## src/rtl/ecc_pmul_pkg.sv

```systemverilog
// ecc_pmul_pkg: shared operand select codes, bank geometry and run-controller states
package ecc_pmul_pkg;
   localparam logic [2:0] SEL_K  = 3'd0;
   localparam logic [2:0] SEL_GX = 3'd1;
   localparam logic [2:0] SEL_GY = 3'd2;
   localparam logic [2:0] SEL_RX = 3'd3;
   localparam logic [2:0] SEL_RY = 3'd4;
   localparam int PMUL_WORDS   = 8;
   localparam int PMUL_WADDR_W = $clog2(PMUL_WORDS);
   typedef enum logic [1:0] {IDLE, ARM, RUN} pmul_state_e;
endpackage

```

## src/rtl/ecc_word_bank.sv

```systemverilog
// ecc_word_bank: pWORDS x 32-bit operand store with byte and word write ports, registered word read
module ecc_word_bank
   import ecc_pmul_pkg::*;
#(
   parameter int pWORDS = PMUL_WORDS,
   parameter int pAW    = $clog2(pWORDS)
) (
   input  logic           clk,
   input  logic           rst_n,
   input  logic           byte_wr,
   input  logic [pAW+1:0] byte_addr,
   input  logic [7:0]     byte_wdata,
   output logic [7:0]     byte_rdata,
   input  logic           word_wr,
   input  logic [pAW-1:0] word_addr,
   input  logic [31:0]    word_wdata,
   input  logic [pAW-1:0] rd_addr,
   output logic [31:0]    rd_word
);
   logic [31:0]    mem [pWORDS];
   logic [pAW-1:0] byte_word;
   assign byte_word  = byte_addr[pAW+1:2];
   assign byte_rdata = mem[byte_word][{byte_addr[1:0], 3'b000} +: 8];
   // a word write covers every byte of its word, so it overrides a same-word byte write
   always_ff @(posedge clk)
      if (!rst_n) begin
         for (int i = 0; i < pWORDS; i++) mem[i] <= '0;
         rd_word <= '0;
      end else begin
         for (int i = 0; i < pWORDS; i++)
            if (word_wr && word_addr == pAW'(i)) mem[i] <= word_wdata;
            else if (byte_wr && byte_word == pAW'(i)) mem[i][{byte_addr[1:0], 3'b000} +: 8] <= byte_wdata;
         rd_word <= mem[rd_addr];
      end
endmodule

```

## src/rtl/ecc_pmul_operand_bank.sv

```systemverilog
// ecc_pmul_operand_bank: P-256 multiplier operand/result store with host byte port and run controller
module ecc_pmul_operand_bank
   import ecc_pmul_pkg::*;
#(
   parameter int pWORDS       = PMUL_WORDS,
   parameter int pARM_TIMEOUT = 15
) (
   input  logic                       clk,
   input  logic                       rst_n,
   input  logic [2:0]                 host_sel,
   input  logic [$clog2(pWORDS)+1:0]  host_byte_idx,
   input  logic                       host_wr,
   input  logic [7:0]                 host_wdata,
   input  logic                       host_rd,
   output logic [7:0]                 host_rdata,
   input  logic                       host_start,
   output logic                       busy,
   output logic                       done,
   output logic                       err,
   input  logic [$clog2(pWORDS)-1:0]  k_addr,
   input  logic [$clog2(pWORDS)-1:0]  gx_addr,
   input  logic [$clog2(pWORDS)-1:0]  gy_addr,
   output logic [31:0]                k_word,
   output logic [31:0]                gx_word,
   output logic [31:0]                gy_word,
   input  logic [$clog2(pWORDS)-1:0]  rx_addr,
   input  logic [$clog2(pWORDS)-1:0]  ry_addr,
   input  logic                       rx_wren,
   input  logic                       ry_wren,
   input  logic [31:0]                rx_word,
   input  logic [31:0]                ry_word,
   output logic                       core_ena,
   input  logic                       core_rdy
);
   localparam int TW = $clog2(pARM_TIMEOUT + 1);
   pmul_state_e state, state_n;
   logic [TW-1:0] timer, timer_n;
   logic          done_n, err_n, ena_n, host_hit;
   logic [7:0]    bank_byte [8];
   logic [31:0]   bank_word [5];
   assign busy     = state != IDLE;
   assign host_hit = host_wr && host_sel <= SEL_RY;
   for (genvar g = 0; g < 5; g++) begin : g_bank
      localparam logic [2:0] SEL = 3'(g);
      ecc_word_bank #(.pWORDS(pWORDS)) u_bank (
         .clk       (clk),
         .rst_n     (rst_n),
         .byte_wr   (host_hit && !busy && host_sel == SEL),
         .byte_addr (host_byte_idx),
         .byte_wdata(host_wdata),
         .byte_rdata(bank_byte[g]),
         .word_wr   (SEL == SEL_RX ? rx_wren : SEL == SEL_RY ? ry_wren : 1'b0),
         .word_addr (SEL == SEL_RY ? ry_addr : rx_addr),
         .word_wdata(SEL == SEL_RY ? ry_word : rx_word),
         .rd_addr   (SEL == SEL_K ? k_addr : SEL == SEL_GX ? gx_addr : SEL == SEL_GY ? gy_addr : '0),
         .rd_word   (bank_word[g])
      );
   end
   for (genvar g = 5; g < 8; g++) begin : g_unmapped
      assign bank_byte[g] = 8'h00;
   end
   assign k_word  = bank_word[SEL_K];
   assign gx_word = bank_word[SEL_GX];
   assign gy_word = bank_word[SEL_GY];
   always_ff @(posedge clk)
      if (!rst_n) begin
         state      <= IDLE;
         timer      <= '0;
         done       <= 1'b0;
         err        <= 1'b0;
         core_ena   <= 1'b0;
         host_rdata <= 8'h00;
      end else begin
         state    <= state_n;
         timer    <= timer_n;
         done     <= done_n;
         err      <= err_n;
         core_ena <= ena_n;
         if (host_rd && !host_wr) host_rdata <= bank_byte[host_sel];
      end
   // timer counts the ARM cycles left; the last one with rdy still high aborts the run
   always_comb begin
      state_n = state;
      timer_n = timer;
      done_n  = done;
      err_n   = err || (host_hit && busy);
      ena_n   = 1'b0;
      case (state)
         IDLE:
            if (host_start) begin
               ena_n   = 1'b1;
               done_n  = 1'b0;
               err_n   = 1'b0;
               timer_n = TW'(pARM_TIMEOUT);
               state_n = ARM;
            end
         ARM:
            if (!core_rdy) state_n = RUN;
            else if (timer <= TW'(1)) begin
               timer_n = '0;
               err_n   = 1'b1;
               state_n = IDLE;
            end else timer_n = timer - TW'(1);
         RUN:
            if (core_rdy) begin
               done_n  = 1'b1;
               state_n = IDLE;
            end
         default: state_n = IDLE;
      endcase
   end
endmodule

```

## config.mk

```make
export PLATFORM = sky130hd
export DESIGN_NAME = ecc_pmul_operand_bank
export DESIGN_NICKNAME = d
export VERILOG_FILES = /design/src/rtl/ecc_pmul_pkg.sv /design/src/rtl/ecc_word_bank.sv /design/src/rtl/ecc_pmul_operand_bank.sv
export SDC_FILE = /design/constraint.sdc
export NUM_CORES = 2
export LEC_CHECK = 0
export ABC_CLOCK_PERIOD_IN_PS = 4400
export BUFFER_PORTS_ARGS = -buffer_cell sky130_fd_sc_hd__buf_4
export CAP_MARGIN = 30
export CORE_ASPECT_RATIO = 0.9
export CORE_MARGIN = 10
export CORE_UTILIZATION = 45
export DETAILED_ROUTE_END_ITERATION = 8
export GPL_TIMING_DRIVEN = 0
export PLACE_DENSITY = 0.57
export SLEW_MARGIN = 20
export SYNTH_ARGS = -nofsm -noshare
export SYNTH_HDL_FRONTEND = slang
export SYNTH_SLANG_ARGS = --single-unit
```

## constraint.sdc

```tcl
create_clock -name clk -period 4.4 [get_ports clk]
set_clock_uncertainty 0.15 [all_clocks]
set_input_delay 0.66 -clock clk [delete_from_list [all_inputs] [get_ports clk]]
set_output_delay 0.66 -clock clk [all_outputs]
set_load 0.01 [all_outputs]
```

* Word-level counts from Yosys, hierarchy flattened
Memory sizes are Yosys's and may differ from the RTL's. A register that Yosys moved wholly into a read port is not among the register bits.
Cells that the tools add are included.
** Cells by class
- Add/subtract/negate cells :: 2
- Multiply operators :: 0
- Div/mod/pow operators :: 0
- Order comparisons :: 3
- Eq/ne operators :: 31
- Shift operators :: 7
- Muxes and demuxes :: 1501
- Bitwise operators :: 1297
- Reductions and logical operators :: 83
** Operator list (count)
- $mux 32 :: 56
- $mux 1 :: 1431
- $or 1x1->1 :: 1296
- $shiftx 32x6->8 :: 5
- $logic_and 1x1->1 :: 65
- $eq 3x3->1 const B :: 13
- $shift 8x7->32 const A :: 1
- $shiftx 8x7->32 :: 1
- $bmux 8 s3 :: 1
- $eq 3x2->1 const B :: 8
- $mux 8 :: 2
- $eq 3x1->1 const B :: 4
- $logic_not 3->1 :: 4
- $mux 4 :: 3
- $reduce_and 3->1 :: 3
- $mux 2 :: 4
- $pmux 4 s2 :: 1
- $neg 5->7 :: 1
- $ne 2x2->1 const B :: 3
- $pmux 2 s3 :: 1
- $reduce_bool 2->1 :: 3
- $logic_not 1->1 :: 5
- $ge 4x4->1 const B :: 1
- $le 4x1->1 const B :: 1
- other kinds (10) :: 11
** Word-level totals
- Bits in registers :: 17
- Latch bits :: 0
- Bits in writable memories :: 1280
- ROM bits :: 0
- Input port bits :: 103
- Output and inout port bits :: 108
- Word-level logic and storage cells :: 2935
- Memories kept :: 5
** Memories
- g_bank[0].u_bank.mem :: depth 8, width 32, rd ports 2, clocked after memory_dff 1, write ports 8, line ecc_word_bank.sv:20 : logic [31:0] mem [pWORDS];
- g_bank[1].u_bank.mem :: depth 8, width 32, rd ports 2, clocked after memory_dff 1, write ports 8, line ecc_word_bank.sv:20
- g_bank[2].u_bank.mem :: depth 8, width 32, rd ports 2, clocked after memory_dff 1, write ports 8, line ecc_word_bank.sv:20
- g_bank[3].u_bank.mem :: depth 8, width 32, rd ports 1, clocked after memory_dff 0, write ports 8, line ecc_word_bank.sv:20
- g_bank[4].u_bank.mem :: depth 8, width 32, rd ports 1, clocked after memory_dff 0, write ports 8, line ecc_word_bank.sv:20

* Longest topological paths before layout
- Depth in word-level cells :: 10
- Gate-level depth with buffers :: 12
- Gate-level depth less buffers :: 7

* By module
From an unflattened synthesis, not the netlist that was laid out.
** Second synthesis, totals
- Cell total of the unflattened synthesis :: 6062
- Area total of the unflattened synthesis :: 84553.6 µm²
** By module, submodules not included
- ecc_word_bank at g_bank[1].u_bank ... :: instances 2, cells each 1172, area an instance 16688.5 µm², seq. area each 8328.0 µm²
- ecc_word_bank at g_bank[0].u_bank :: instances 1, cells each 1230, area an instance 16846.2 µm², seq. area each 8328.0 µm²
- ecc_word_bank at g_bank[4].u_bank :: instances 1, cells each 1187, area an instance 16706.0 µm², seq. area each 8328.0 µm²
- ecc_word_bank at g_bank[2].u_bank :: instances 1, cells each 1192, area an instance 16544.6 µm², seq. area each 8328.0 µm²
- ecc_pmul_operand_bank :: instances 1, cells each 109, area an instance 1079.8 µm², seq. area each 340.3 µm²

* Least setup slack after synthesis
OpenSTA, ideal clock, no wires.
- Kind :: input-to-reg
- Start :: in host_byte_idx[1]
- End :: mem g_bank[3].u_bank.mem[2][0], data pin
- Setup time :: 153 ps
- Arrival :: 3427 ps
- Data required time :: 4097 ps
- Path slack :: 670 ps
- Stages on the path :: 12
- Buffers on the path :: 5
- Cell sequence :: inv_1 buf_2 clkbuf_1 buf_1 ha_1 inv_1 nor3_1 clkbuf_1 and2_0 clkbuf_1 a22oi_1 o22ai_1
** RTL lines
- from (decl) :: line ecc_pmul_operand_bank.sv:11 : input logic [$clog2(pWORDS)+1:0] host_byte_idx,
- to (decl) :: line ecc_word_bank.sv:20

* Worst setup path in the final report
- Start :: in host_byte_idx[2]
- End :: reg host_rdata[3]
** Between the ends
- Cells in the longest elaborated chain, start to end :: 5
- Elaborated cells between the ends (all ways) :: 13
- Those cells by class :: shift (5); mux (3); memory (5)
** RTL lines
- $mem_v2 8x32
- $shiftx 32x6->8 :: line ecc_word_bank.sv:23 : assign byte_rdata = mem[byte_word][{byte_addr[1:0], 3'b000} +: 8];
- $bmux 8 s3 (*) :: line ecc_pmul_operand_bank.sv:79 : if (host_rd && !host_wr) host_rdata <= bank_byte[host_sel];
- $mux 8 (not written as such) (*) (2 in series) :: line ecc_pmul_operand_bank.sv:79
- to (signal assigned) :: line ecc_pmul_operand_bank.sv:79
- to (decl) :: line ecc_pmul_operand_bank.sv:15 : output logic [7:0] host_rdata,
Every way passes the cells marked *; elsewhere a longest branch is shown, timed or not. The select of a mux whose other input is x is not followed.
A chain may end at the register's enable or synchronous reset.

==> results.yml <==
run_status:
  status: "finished with violations"
  violations: "negative setup slack"
yosys:
  synthFlopType: "edfxtp_1"
  yosys_warnings: 0
  synthTopCellsByArea: "edfxtp_1, mux4_2, nor2_1"
  seq_area_frac_synth_pct: 58.8
  syn-cell-area_um2: 69200
  synth-edff-count: 1280
  synth-seq-cells: 1393
  yosys.area.top_type_share_pct: 55.6
  postSynthAreaPerCell_um2: 13.5
  yosysMostFrequentCell: "edfxtp_1"
  synthTopCellsByCount: "edfxtp_1, nor2_1, nand2_1"
  synthDistinctLibCells: 66
  syn_inst: 5132
  yosysTopAreaCell: "edfxtp_1"
  syn-num-nets: 5241
  async_flop_share_pct: 0
power_and_ir_drop:
  p_seq_share_pct: 47.2
  p_leak_nw: 27.7
  intPower_mw: 23.8
  ir_drop_uv: 334
  p_sw_mw: 8.92
  power_density_nw_per_um2: 413
  p_comb_share_pct: 13.1
  swShare_pct: 27.3
  clockPowerShare_pct: 39.7
cts:
  root_buffer: "clkbuf_16"
  clockBufferDepth: 3
  worstSkewPairLatency_ps: 830
  cts.sinks: 1393
  cts_made_buffers: 152
  cts.htree.levels: 4
  path_clk_slew_ps: 60
  cts_tree: "built"
route:
  viasPerCell: 6.94
  firstDrtPassIters: 7
  wl_um: 337000
  vias: 53335
  wl_per_cell_um: 43.8
  met1Wirelength_um: 124000
  drtIter0Drc: 10300
  top_layer: "met5"
  ant_nets: 0
  route.detailed.drc: 0
  wl_met2_um: 137000
  wl_met3_um: 58100
global_route:
  grt_pass1_wl_um: 439000
  grt_max_degree: 20
  grt_overflow: 0
  grt_pass1_vias: 49052
  track_usage_pct: 38.7
  antenna_found_initial: 46
sta:
  max_freq_ghz: 0.214
  setup_viol: 65
  slew_headroom_pct: 17.3
  whs_ps: 205
  fin_crit_ps: 4680
  final_max_slew_viol_count: 0
  setup_ws_ps: -279
  fin_crit_sh_pct: 106
  rsz0062_at_grt: "false"
  tightest_slew_ps: 1240
  final_hold_viol_count: 0
die:
  ioPinCount: 211
  die_w_um: 433
  row_count: 136
  start_util_pct: 45.3
  fp.dieArea_um2: 170000
  die_h_um: 392
  core_area_um2: 153000
final_layout:
  multiInputGateArea_um2: 26700
  ff_latch_area_um2: 40700
  fillers: 13130
  synthToLayoutAreaGrowth_pct: 14.4
  final_util_pct: 51.8
  nets: 5610
  layout-drive-gt1-share_pct: 21.3
critical_path:
  arrival_ps: 5240
  criticalPathCategory: "input pin to register"
  critPathMaxFanout: 10
  end_kind: "register"
  start_kind: "input pin"
  cp.required_ps: 4960
placed_design:
  dp_hpwl_um: 255000
  port-buffer-count: 134
  place_congestion: 1.04
flow_run:
  maxCapViolCount: 0
worst_hold_path:
  hold_path_class: "input pin to register"
==> registers in the layout (all words and copies together) (netlist names) <==
name and cells:
err 1, g_bank.u_bank.rd_word 96, host_rdata 8, state 2, done 1, timer 4
core_ena 1, g_bank.u_bank.mem 1280
==> metrics by stage <==
stage / area [µm²] / total power [mW] / cells / worst slack, ps / TNS, ps
6_report: 79100 / 32.7 / 7681 / -279 / -4680
4_1_cts: 78500 / 32.3 / 7597 / -254 / -10660
3_3_place_gp: 72700 / 19.6 / 7267 / -2970 / -3928790
2_1_floorplan: 69200 / 17.6 / 5132 / 670 / 0
3_5_place_dp: 73500 / 19.7 / 7315 / -2210 / -3555770
5_1_grt: 79000 / 33.1 / 7636 / 3.72 / 0
==> logic make-up after synthesis <==
family,after synthesis,share of synthesized area (%)
AND/OR/NAND/NOR,1858,11.7
flip-flops,1393,58.8
multiplexers,814,21.2
AO/OA/AOI/OAI,583,5.20
buffers and inverters,477,2.85
adder cells (fa/ha/maj),6,0.109
XOR/XNOR,1,0.0127
==> power groups by stage <==
stage / combinational [mW] / clock (mW) / sequential, mW
6_report: 4.28 / 13.0 / 15.4
5_1_grt: 4.23 / 13.3 / 15.5
4_1_cts: 4.01 / 12.8 / 15.4
3_5_place_dp: 3.99 / 0 / 15.7
3_3_place_gp: 3.92 / 0 / 15.7
2_1_floorplan: 1.99 / 0 / 15.6
==> critical path, stage by stage <==
cell,delay [ps]
buf_2,120
buf_6,300
buf_6,310
buf_6,410
buf_4,420
nor2b_2,860
a22oi_1,360
and3_1,320
o31ai_1,440
nand4_1,530
a221o_1,450
==> repair_timing <==
action / in CTS / in global routing
buffers inserted: 2 / 9
pin swaps: 1 / 3
endpoints found under the hold margin: 2 / 0
setup endpoints to repair: 2391 / 707
hold buffers: 2 / 0
resized for setup: 60 / 74
==> layout by cell type, fill, tap and decap left out, types with 26 or more instances in the layout <==
cell       instances
buf_1             48
clkbuf_1         266
mux4_2           520
clkbuf_2          79
o21ai_1           39
a22o_1            34
clkinv_2          26
dfxtp_1          113
buf_6             38
and2_1            42
buf_2             79
buf_4            169
diode_2           54
edfxtp_1        1280
o21ai_0          283
clkinv_1          34
a22oi_1          119
clkbuf_16        158
mux2i_1          270
nor2b_1          252
nand2_1          655
and3_1            40
nor2_1           721
==> path summary, 6_finish.rpt <==
| path | startpoint | endpoint | slack, ps | depth (start not counted) |
|---|---|---|---|---|
| setup reg to reg | state[1] | g_bank[1].u_bank.mem[0][22] | 0 | 8 |
| setup / recovery | host_byte_idx[2] | host_rdata[3] | -280 | 11 |
| hold reg to reg | host_rdata[3] | host_rdata[3] | 360 | 1 |
| hold / removal | rx_word[30] | g_bank[3].u_bank.mem[1][30] | 200 | 3 |
==> per-layer routing <==
metal,GRT usage (%),vias to the layer above
met2,53.0,4827
met3,19.6,809
met4,16.0,28
li1,-,20167
met1,51.7,27504
met5,0,-
==> cell type report <==
class,instances,area share (%)
flip-flops and latches,1393,51.5
multi-input cells,3262,33.8
clock buffers,197,5.23
well taps,2001,3.17
plain buffers,467,2.68
repair buffers,216,2.57
clock inverters,82,0.872
diodes,54,0.171
inverters,9,0.0427
No activity file was read; power rests on OpenSTA's default activity.
